===== src/rtl/seq_adder_pkg.sv =====
// Shared types and helpers for the multi-cycle add/subtract unit.
// Holds the FSM encoding, digit-count helper and signed-extreme generators.
package seq_adder_pkg;

  typedef enum logic [1:0] {
    IDLE = 2'd0,
    RUN  = 2'd1,
    DONE = 2'd2
  } state_t;

  localparam int SAT_MAXW = 64;
  localparam logic [SAT_MAXW-1:0] SAT_ONES = '1;

  function automatic int ndig(input int width, input int digit);
    return width / digit;
  endfunction

  // Signed extremes for a given width, right-aligned in a SAT_MAXW-bit word.
  function automatic logic [SAT_MAXW-1:0] sat_pos(input int width);
    return SAT_ONES >> (SAT_MAXW - width + 1);
  endfunction

  function automatic logic [SAT_MAXW-1:0] sat_neg(input int width);
    return {{(SAT_MAXW-1){1'b0}}, 1'b1} << (width - 1);
  endfunction

endpackage


===== src/rtl/seq_adder_digit.sv =====
// adder_digit: combinational DIGIT-bit ripple-carry slice.
// Zero latency; no flow control.
module adder_digit
  import seq_adder_pkg::*;
#(
  parameter int DIGIT = 2
) (
  input  logic [DIGIT-1:0] a_i,
  input  logic [DIGIT-1:0] b_i,
  input  logic             cin_i,
  output logic [DIGIT-1:0] sum_o,
  output logic             cout_o
);

  logic c;

  always_comb begin
    sum_o = '0;
    c     = cin_i;
    for (int i = 0; i < DIGIT; i++) begin
      sum_o[i] = a_i[i] ^ b_i[i] ^ c;
      c        = (a_i[i] & b_i[i]) | (c & (a_i[i] ^ b_i[i]));
    end
    cout_o = c;
  end

endmodule


===== src/rtl/seq_adder.sv =====
// seq_adder: WIDTH-bit add/sub, DIGIT bits per cycle LSB first; done NDIG cycles after start.
// start ignored while busy; out/flags held until next accepted start. SEQ_ADDER_SATURATE_EN clamps on overflow.
module seq_adder
  import seq_adder_pkg::*;
#(
  parameter int WIDTH = 8,
  parameter int DIGIT = 2
) (
  input  logic             clock,
  input  logic             reset,
  input  logic             start,
  input  logic             sub,
  input  logic [WIDTH-1:0] in1,
  input  logic [WIDTH-1:0] in2,
  output logic             busy,
  output logic             done,
  output logic [WIDTH-1:0] out,
  output logic             N,
  output logic             Z,
  output logic             C,
  output logic             V
);

  localparam int NDIG = ndig(WIDTH, DIGIT);
  localparam int CW   = (NDIG > 1) ? $clog2(NDIG) : 1;
  localparam logic [CW-1:0] LAST = CW'(NDIG - 1);

  state_t           state_q, state_d;
  logic [CW-1:0]    cnt_q, cnt_d;
  logic [WIDTH-1:0] a_q, a_d, b_q, b_d, sum_q, sum_d, out_q, out_d;
  logic             carry_q, carry_d;
  logic             n_q, n_d, z_q, z_d, c_q, c_d, v_q, v_d;

  logic [DIGIT-1:0] dig_a, dig_b, dig_sum;
  logic             dig_cout;
  logic [WIDTH-1:0] sum_full, res;
  logic             ovf;

  assign dig_a = a_q[int'(cnt_q)*DIGIT +: DIGIT];
  assign dig_b = b_q[int'(cnt_q)*DIGIT +: DIGIT];

  adder_digit #(.DIGIT(DIGIT)) u_digit (
    .a_i    (dig_a),
    .b_i    (dig_b),
    .cin_i  (carry_q),
    .sum_o  (dig_sum),
    .cout_o (dig_cout)
  );

  // Full-width view of the sum including the digit being written this cycle.
  always_comb begin
    sum_full = sum_q;
    sum_full[int'(cnt_q)*DIGIT +: DIGIT] = dig_sum;
  end

  assign ovf = (a_q[WIDTH-1] == b_q[WIDTH-1]) && (sum_full[WIDTH-1] != a_q[WIDTH-1]);

`ifdef SEQ_ADDER_SATURATE_EN
  localparam logic [WIDTH-1:0] SAT_POS = WIDTH'(sat_pos(WIDTH));
  localparam logic [WIDTH-1:0] SAT_NEG = WIDTH'(sat_neg(WIDTH));
  assign res = ovf ? (a_q[WIDTH-1] ? SAT_NEG : SAT_POS) : sum_full;
`else
  assign res = sum_full;
`endif

  always_comb begin
    state_d = state_q;
    cnt_d   = cnt_q;
    a_d     = a_q;
    b_d     = b_q;
    sum_d   = sum_q;
    carry_d = carry_q;
    out_d   = out_q;
    n_d     = n_q;
    z_d     = z_q;
    c_d     = c_q;
    v_d     = v_q;
    case (state_q)
      IDLE, DONE: begin
        if (start) begin
          a_d     = in1;
          b_d     = sub ? ~in2 : in2;
          carry_d = sub;
          cnt_d   = '0;
          state_d = RUN;
        end else begin
          state_d = IDLE;
        end
      end
      RUN: begin
        sum_d   = sum_full;
        carry_d = dig_cout;
        cnt_d   = cnt_q + CW'(1);
        if (cnt_q == LAST) begin
          state_d = DONE;
          out_d   = res;
          n_d     = res[WIDTH-1];
          z_d     = (res == '0);
          c_d     = dig_cout;
          v_d     = ovf;
        end
      end
      default: state_d = IDLE;
    endcase
  end

  always_ff @(posedge clock or negedge reset) begin
    if (!reset) begin
      state_q <= IDLE;
      cnt_q   <= '0;
      a_q     <= '0;
      b_q     <= '0;
      sum_q   <= '0;
      carry_q <= 1'b0;
      out_q   <= '0;
      n_q     <= 1'b0;
      z_q     <= 1'b0;
      c_q     <= 1'b0;
      v_q     <= 1'b0;
    end else begin
      state_q <= state_d;
      cnt_q   <= cnt_d;
      a_q     <= a_d;
      b_q     <= b_d;
      sum_q   <= sum_d;
      carry_q <= carry_d;
      out_q   <= out_d;
      n_q     <= n_d;
      z_q     <= z_d;
      c_q     <= c_d;
      v_q     <= v_d;
    end
  end

  assign busy = (state_q == RUN);
  assign done = (state_q == DONE);
  assign out  = out_q;
  assign N    = n_q;
  assign Z    = z_q;
  assign C    = c_q;
  assign V    = v_q;

endmodule


===== config.mk =====
export PLATFORM = sky130hd
export DESIGN_NAME = seq_adder
export DESIGN_NICKNAME = d
export VERILOG_FILES = /design/src/rtl/seq_adder_pkg.sv /design/src/rtl/seq_adder_digit.sv /design/src/rtl/seq_adder.sv
export SDC_FILE = /design/constraint.sdc
export NUM_CORES = 1
export LEC_CHECK = 0
export ABC_AREA = 1
export CAP_MARGIN = 20
export CORE_MARGIN = 5
export CORE_UTILIZATION = 30
export DETAILED_ROUTE_END_ITERATION = 8
export PLACE_DENSITY = 0.51
export SYNTH_ARGS = -nofsm -noshare
export SYNTH_HDL_FRONTEND = slang
export SYNTH_HIERARCHICAL = 1
export SYNTH_SLANG_ARGS = --single-unit

===== constraint.sdc =====
create_clock -name clock -period 3.02 [get_ports clock]
set_clock_uncertainty 0.2 [all_clocks]
set_input_delay 0.604 -clock clock [delete_from_list [all_inputs] [get_ports clock]]
set_output_delay 0.604 -clock clock [all_outputs]
set_load 0.1 [all_outputs]

* After elaboration in Yosys (flattened, before gate mapping)
Cells that the tools add are included.
** Word-level totals
- Input bits :: 20
- Register bits after elaboration :: 41
- Output and inout port bits :: 14
- Logic and storage cells :: 52
** Operators by class
- Reductions and logical operators :: 8
- Bitwise operators :: 11
- Mux-type cells :: 9
- Equal/unequal tests :: 7
- Add/sub/neg operators :: 2
- Shift-type cells :: 4
** Operators with widths (count)
- $neg 3->33 :: 1
- $shift 2x33->8 const A :: 1
- $shiftx 2x33->8 :: 1
- $shiftx 8x4->2 :: 2
- $bwmux 8 :: 1
- $logic_not 8->1 :: 1
- $mux 8 :: 1
- $not 8->8 :: 1
- $pmux 2 s2 :: 2
- $reduce_and 2->1 :: 3
- $and 1x1->1 :: 4
- $eq 2x2->1 const B :: 2
- $mux 2 :: 2
- $xor 1x1->1 :: 4
- $add 2x1->2 const B :: 1
- $eq 2x1->1 const B :: 1
- $logic_not 2->1 :: 1
- $mux 1 :: 2
- $ne 2x1->1 const B :: 1
- $ne 2x2->1 const B :: 1
- $or 1x1->1 :: 2
- $pmux 1 s2 :: 1
- $reduce_bool 2->1 :: 1
- $reduce_or 2->1 :: 1
- 3 further kinds :: 3

* Longest topological paths before layout
- Depth after elaboration :: 9
- Mapped depth :: 17
- Mapped depth without buffers :: 16

* By module
Netlist, hierarchy kept.
** Modules (own cells, without submodules)
- seq_adder :: cells each 223, instances 1, sequential area each 1001.0 um2, area an instance 2023.2 um2
- adder_digit :: cells each 10, instances 1, sequential area each 0.0 um2, area an instance 70.1 um2

* Least setup slack after synthesis
OpenSTA, ideal clock, no wires.
- Path kind :: reg2reg
- From :: register cnt_q[0]
- To :: register v_q (netlist: V)
- Arrival time :: 2.382 ns
- Path buffers :: 1
- Data required time :: 2.700 ns
- Slack :: 0.319 ns
- Library setup time :: 0.120 ns
- Cell stages (with the launch flop) :: 16
- Period minus slack after synthesis :: 2.701 ns
- Cells stage by stage :: dfrtp_1 > inv_2 > buf_2 > nor2_1 > o22ai_1 > inv_1 > fa_1 > fa_1 > inv_1 > nand3_1 > nor2_1 > nor2_2 > nand3_1 > nand2_1 > nand2_1 > nand2_1
** On the way
- Cells in the longest elaborated chain, start to end :: 9
- Elaborated cells on any way between the ends :: 17
- Classes of those cells :: add/sub: 1; eq/ne: 2; shift: 4; mux: 1; bitwise: 7; reduce/logical: 2
** Ends and longest elaborated chain
- start, declared :: line seq_adder.sv:29 : logic [CW-1:0] cnt_q, cnt_d;
- start signal, assigned :: line seq_adder.sv:122 : cnt_q <= cnt_d;
- $shiftx 8x4->2 * :: line seq_adder.sv:39 : assign dig_a = a_q[int'(cnt_q)*DIGIT +: DIGIT];
- named net dig_a[0] :: line seq_adder.sv:34 : logic [DIGIT-1:0] dig_a, dig_b, dig_sum;
- $xor 1x1->1 :: line seq_adder_digit.sv:22 : c = (a_i[i] & b_i[i]) | (c & (a_i[i] ^ b_i[i]));
- $and 1x1->1 :: line seq_adder_digit.sv:22
- $or 1x1->1 * :: line seq_adder_digit.sv:22
- $xor 1x1->1 * :: line seq_adder_digit.sv:21 : sum_o[i] = a_i[i] ^ b_i[i] ^ c;
- named net dig_sum[1] :: line seq_adder.sv:34
- $shiftx 2x33->8 * :: line seq_adder.sv:53 : sum_full[int'(cnt_q)*DIGIT +: DIGIT] = dig_sum;
- $bwmux 8 * :: line seq_adder.sv:53
- $ne 1x1->1 * :: line seq_adder.sv:56 : assign ovf = (a_q[WIDTH-1] == b_q[WIDTH-1]) && (sum_full[WIDTH-1] != a_q[WIDTH-1]);
- $logic_and 1x1->1 * :: line seq_adder.sv:56
- end signal, assigned :: line seq_adder.sv:131 : v_q <= v_d;
- end, declared :: line seq_adder.sv:32 : logic n_q, n_d, z_q, z_d, c_q, c_d, v_q, v_d;
Mark *: on every way through the listed nets, which the timed path passes. The rest lies on a longest branch.
A chain may end at the register's enable or synchronous reset.

* Final worst setup path
Same ends and word-level chain as after synthesis.

==> results.sh <==
export IMPL_status="finished clean"
export IMPL_synthToLayoutAreaGrowth_pct=20.14
export IMPL_multiInputGateArea_um2=917.1
export IMPL_synthTopCellsByCount="47 x nand2_1, 40 x dfrtp_1, 27 x nor2_1"
export IMPL_setup_tns_ns=0
export IMPL_portBuffers=33
export IMPL_dpl_cell_count=354
export IMPL_wl_per_cell_um=11.96
export IMPL_core_area_um2=6794
export IMPL_grt_pass1_wl_um=7279
export IMPL_fmax_mhz=360.5
export IMPL_path_cells="inv_4 -> nor2_1 -> o22ai_1 -> inv_1 -> fa_1 -> fa_1 -> inv_1 -> nand3_1 -> nor2_1 -> nor2_2 -> nand3_1 -> nand2_1 -> nand2_1 -> nand2_1"
export IMPL_row_count=30
export IMPL_placed_cell_area_um2=2439
export IMPL_synth_edff_count=0
export IMPL_slew_viol_final=0
export IMPL_gp_congestion=0.7570
export IMPL_antenna_cells=0
export IMPL_synth_top_area_share=0.4782
export IMPL_clock_latency_ns=0.29
export IMPL_seq_area_um2=1003
export IMPL_drc=0
export IMPL_crit_path_end_kind="register"
export IMPL_synth_area_um2=2093
export IMPL_ys_async_sr_fraction=1.000
export IMPL_cts_tree="yes"
export IMPL_viasPerCell=4.323
export IMPL_synth_yosys_seq_area_share=0.4782
export IMPL_tightest_slew_ns=0.8852
export IMPL_antenna_found_initial=0
export IMPL_start_util=0.3081
export IMPL_ios=34
export IMPL_cts_root_buf="clkbuf_8"
export IMPL_yosysTopAreaCell="dfrtp_1"
export IMPL_synth_cells=233
export IMPL_arrival_ns=2.76
export IMPL_crit_slowest_cell="dfrtp_2"
export IMPL_die_y_um=93.53
export IMPL_die_w_um=93.53
export IMPL_routed_via_count=1552
export IMPL_synth_nets=261
export IMPL_slew_headroom=0.4099
export IMPL_post_cts_resized=0
export IMPL_finalSetupViolCount=0
export IMPL_syn_area_per_cell_um2=8.984
export IMPL_hold_viol=0
export IMPL_grt_remaining_overflow=0
export IMPL_critPathKind="register to register"
export IMPL_postCtsSetupRepairBufs=0
export IMPL_rsz0062_at_grt="false"
export IMPL_cap_violations=0
export IMPL_hpwl_um=3188
export IMPL_htreeDepth=2
export IMPL_firstDrtPassIters=4
export IMPL_dr_first_iter_drc_count=79
export IMPL_totalWireLength_um=4294
export IMPL_clockBufferDepth=2
export IMPL_drive_gt1_frac=0.1939
export IMPL_ctsHoldBuffers=0
export IMPL_die_area_um2=8748
export IMPL_synth_warnings=6
export IMPL_cp_required_ns=3.01
export IMPL_fin_cells=359
export IMPL_slowest_delay_ns=0.49
export IMPL_n_fill_cell=709
export IMPL_cp_common_cell="nand2_1"
export IMPL_clk_pin_slew_ns=0.07
export IMPL_ant_nets=0
export IMPL_finalInstanceArea_um2=2515
export IMPL_min_period_over_period=0.9185
export IMPL_synth_area_top_cells="dfrtp_1 48%, nand2_1 8.4%, o21ai_0 6.2%, nor2_1 4.8%, inv_1 3.8%"
export IMPL_cts_sinks=40
export IMPL_synth_seq_cells=40
export IMPL_ys_types=25
export IMPL_period_minus_slack_ns=2.774
export IMPL_cp_start_kind="register"
export IMPL_final_nets=293
export IMPL_grt_pass1_vias=1546
export IMPL_cts_buffers_inserted=5
export IMPL_grt_max_degree=41
export IMPL_synth_top_flop_cell="dfrtp_1"
export IMPL_synth_most_common_cell="nand2_1"
export IMPL_holdCritPathClass="input pin to asynchronous set/reset pin"
export IMPL_grt_usage=0.1052
export IMPL_cp_max_fo=14
## path summary, 6_finish.rpt
check,start,to,slack [ns],cells after the start
max in group asynchronous,reset,cnt_q[1]$_DFFE_PN0P_,1.78,1
setup / recovery,cnt_q[0]$_DFFE_PN0P_,V$_DFFE_PN0P_,0.25,14
setup reg to reg,cnt_q[0]$_DFFE_PN0P_,V$_DFFE_PN0P_,0.25,14
min in group clock,sum_q[0]$_DFFE_PN0P_,sum_q[0]$_DFFE_PN0P_,0.29,2
hold reg to reg,sum_q[0]$_DFFE_PN0P_,sum_q[0]$_DFFE_PN0P_,0.29,2
hold / removal,reset,out[2]$_DFFE_PN0P_,0.21,1
## per-stage QoR
| step | setup slack (ns) | hold WS [ns] | utilization |
|---|---|---|---|
| finish | 0.2462 | 0.2135 | 0.3702 |
| global route | 0.01466 | 0.3117 | 0.3702 |
| floorplan | 0.3185 | 0.1084 | - |
| CTS | 0.1278 | 0.2784 | 0.3691 |
| detailed placement | 0.1424 | 0.2739 | 0.3589 |
| global placement | 0.2069 | 0.2680 | 0.3589 |
## metal layers
layer	GRT usage	vias to the layer above	part of all wire
met2	0.1638	39	0.43
met5	0	-	0
li1	-	796	-
met4	0.02166	0	0.0084
met1	0.1390	713	0.50
met3	0.04103	4	0.064
## cell families (layout without fill, tap and decap cells)
logic type | Yosys count | after routing | share of synthesized area
buf+inv | 37 | 67 | 0.08488
simple gates | 89 | 89 | 0.1931
xor+xnor | 8 | 8 | 0.03347
compound gates | 43 | 43 | 0.1106
mux | 8 | 8 | 0.04483
flops | 40 | 40 | 0.4782
fa+ha+maj | 8 | 8 | 0.05499
## registers in the layout (all words and copies together) (netlist names)
register,cells
a_q,8
V,1
carry_q,1
sum_q,8
cnt_q,2
b_q,8
Z,1
out,8
state_q,2
C,1
## worst max-delay path, delay by kind of cell, from the launching register on
family	cells	cell delay, ns
fa+ha+maj	2	0.87
simple gates	8	0.60
flops	1	0.49
buf+inv	3	0.33
compound gates	1	0.16
## area by class of cell
| type | count | share of cell area |
|---|---|---|
| sequential | 40 | 0.3990 |
| multi-input combinational | 156 | 0.3647 |
| timing repair buffer | 34 | 0.1184 |
| tap | 96 | 0.04776 |
| inverter | 28 | 0.04279 |
| clock buffer | 5 | 0.02736 |
## cell usage in the layout, fill, tap and decap left out, drive strengths merged
master / count
nand2: 49
ha: 6
o21ai: 35
inv: 28
clkdlybuf4s50: 18
fa: 2
xnor2: 8
nor3: 1
o21a: 1
a211oi: 1
buf: 16
mux2: 8
a21oi: 1
nor2: 31
nand3: 8
clkbuf: 5
o22ai: 5
dfrtp: 40
Power is left out: the tool's default activity adds up to more than one toggle a clock period on the data nets, which glitch-free logic cannot reach.
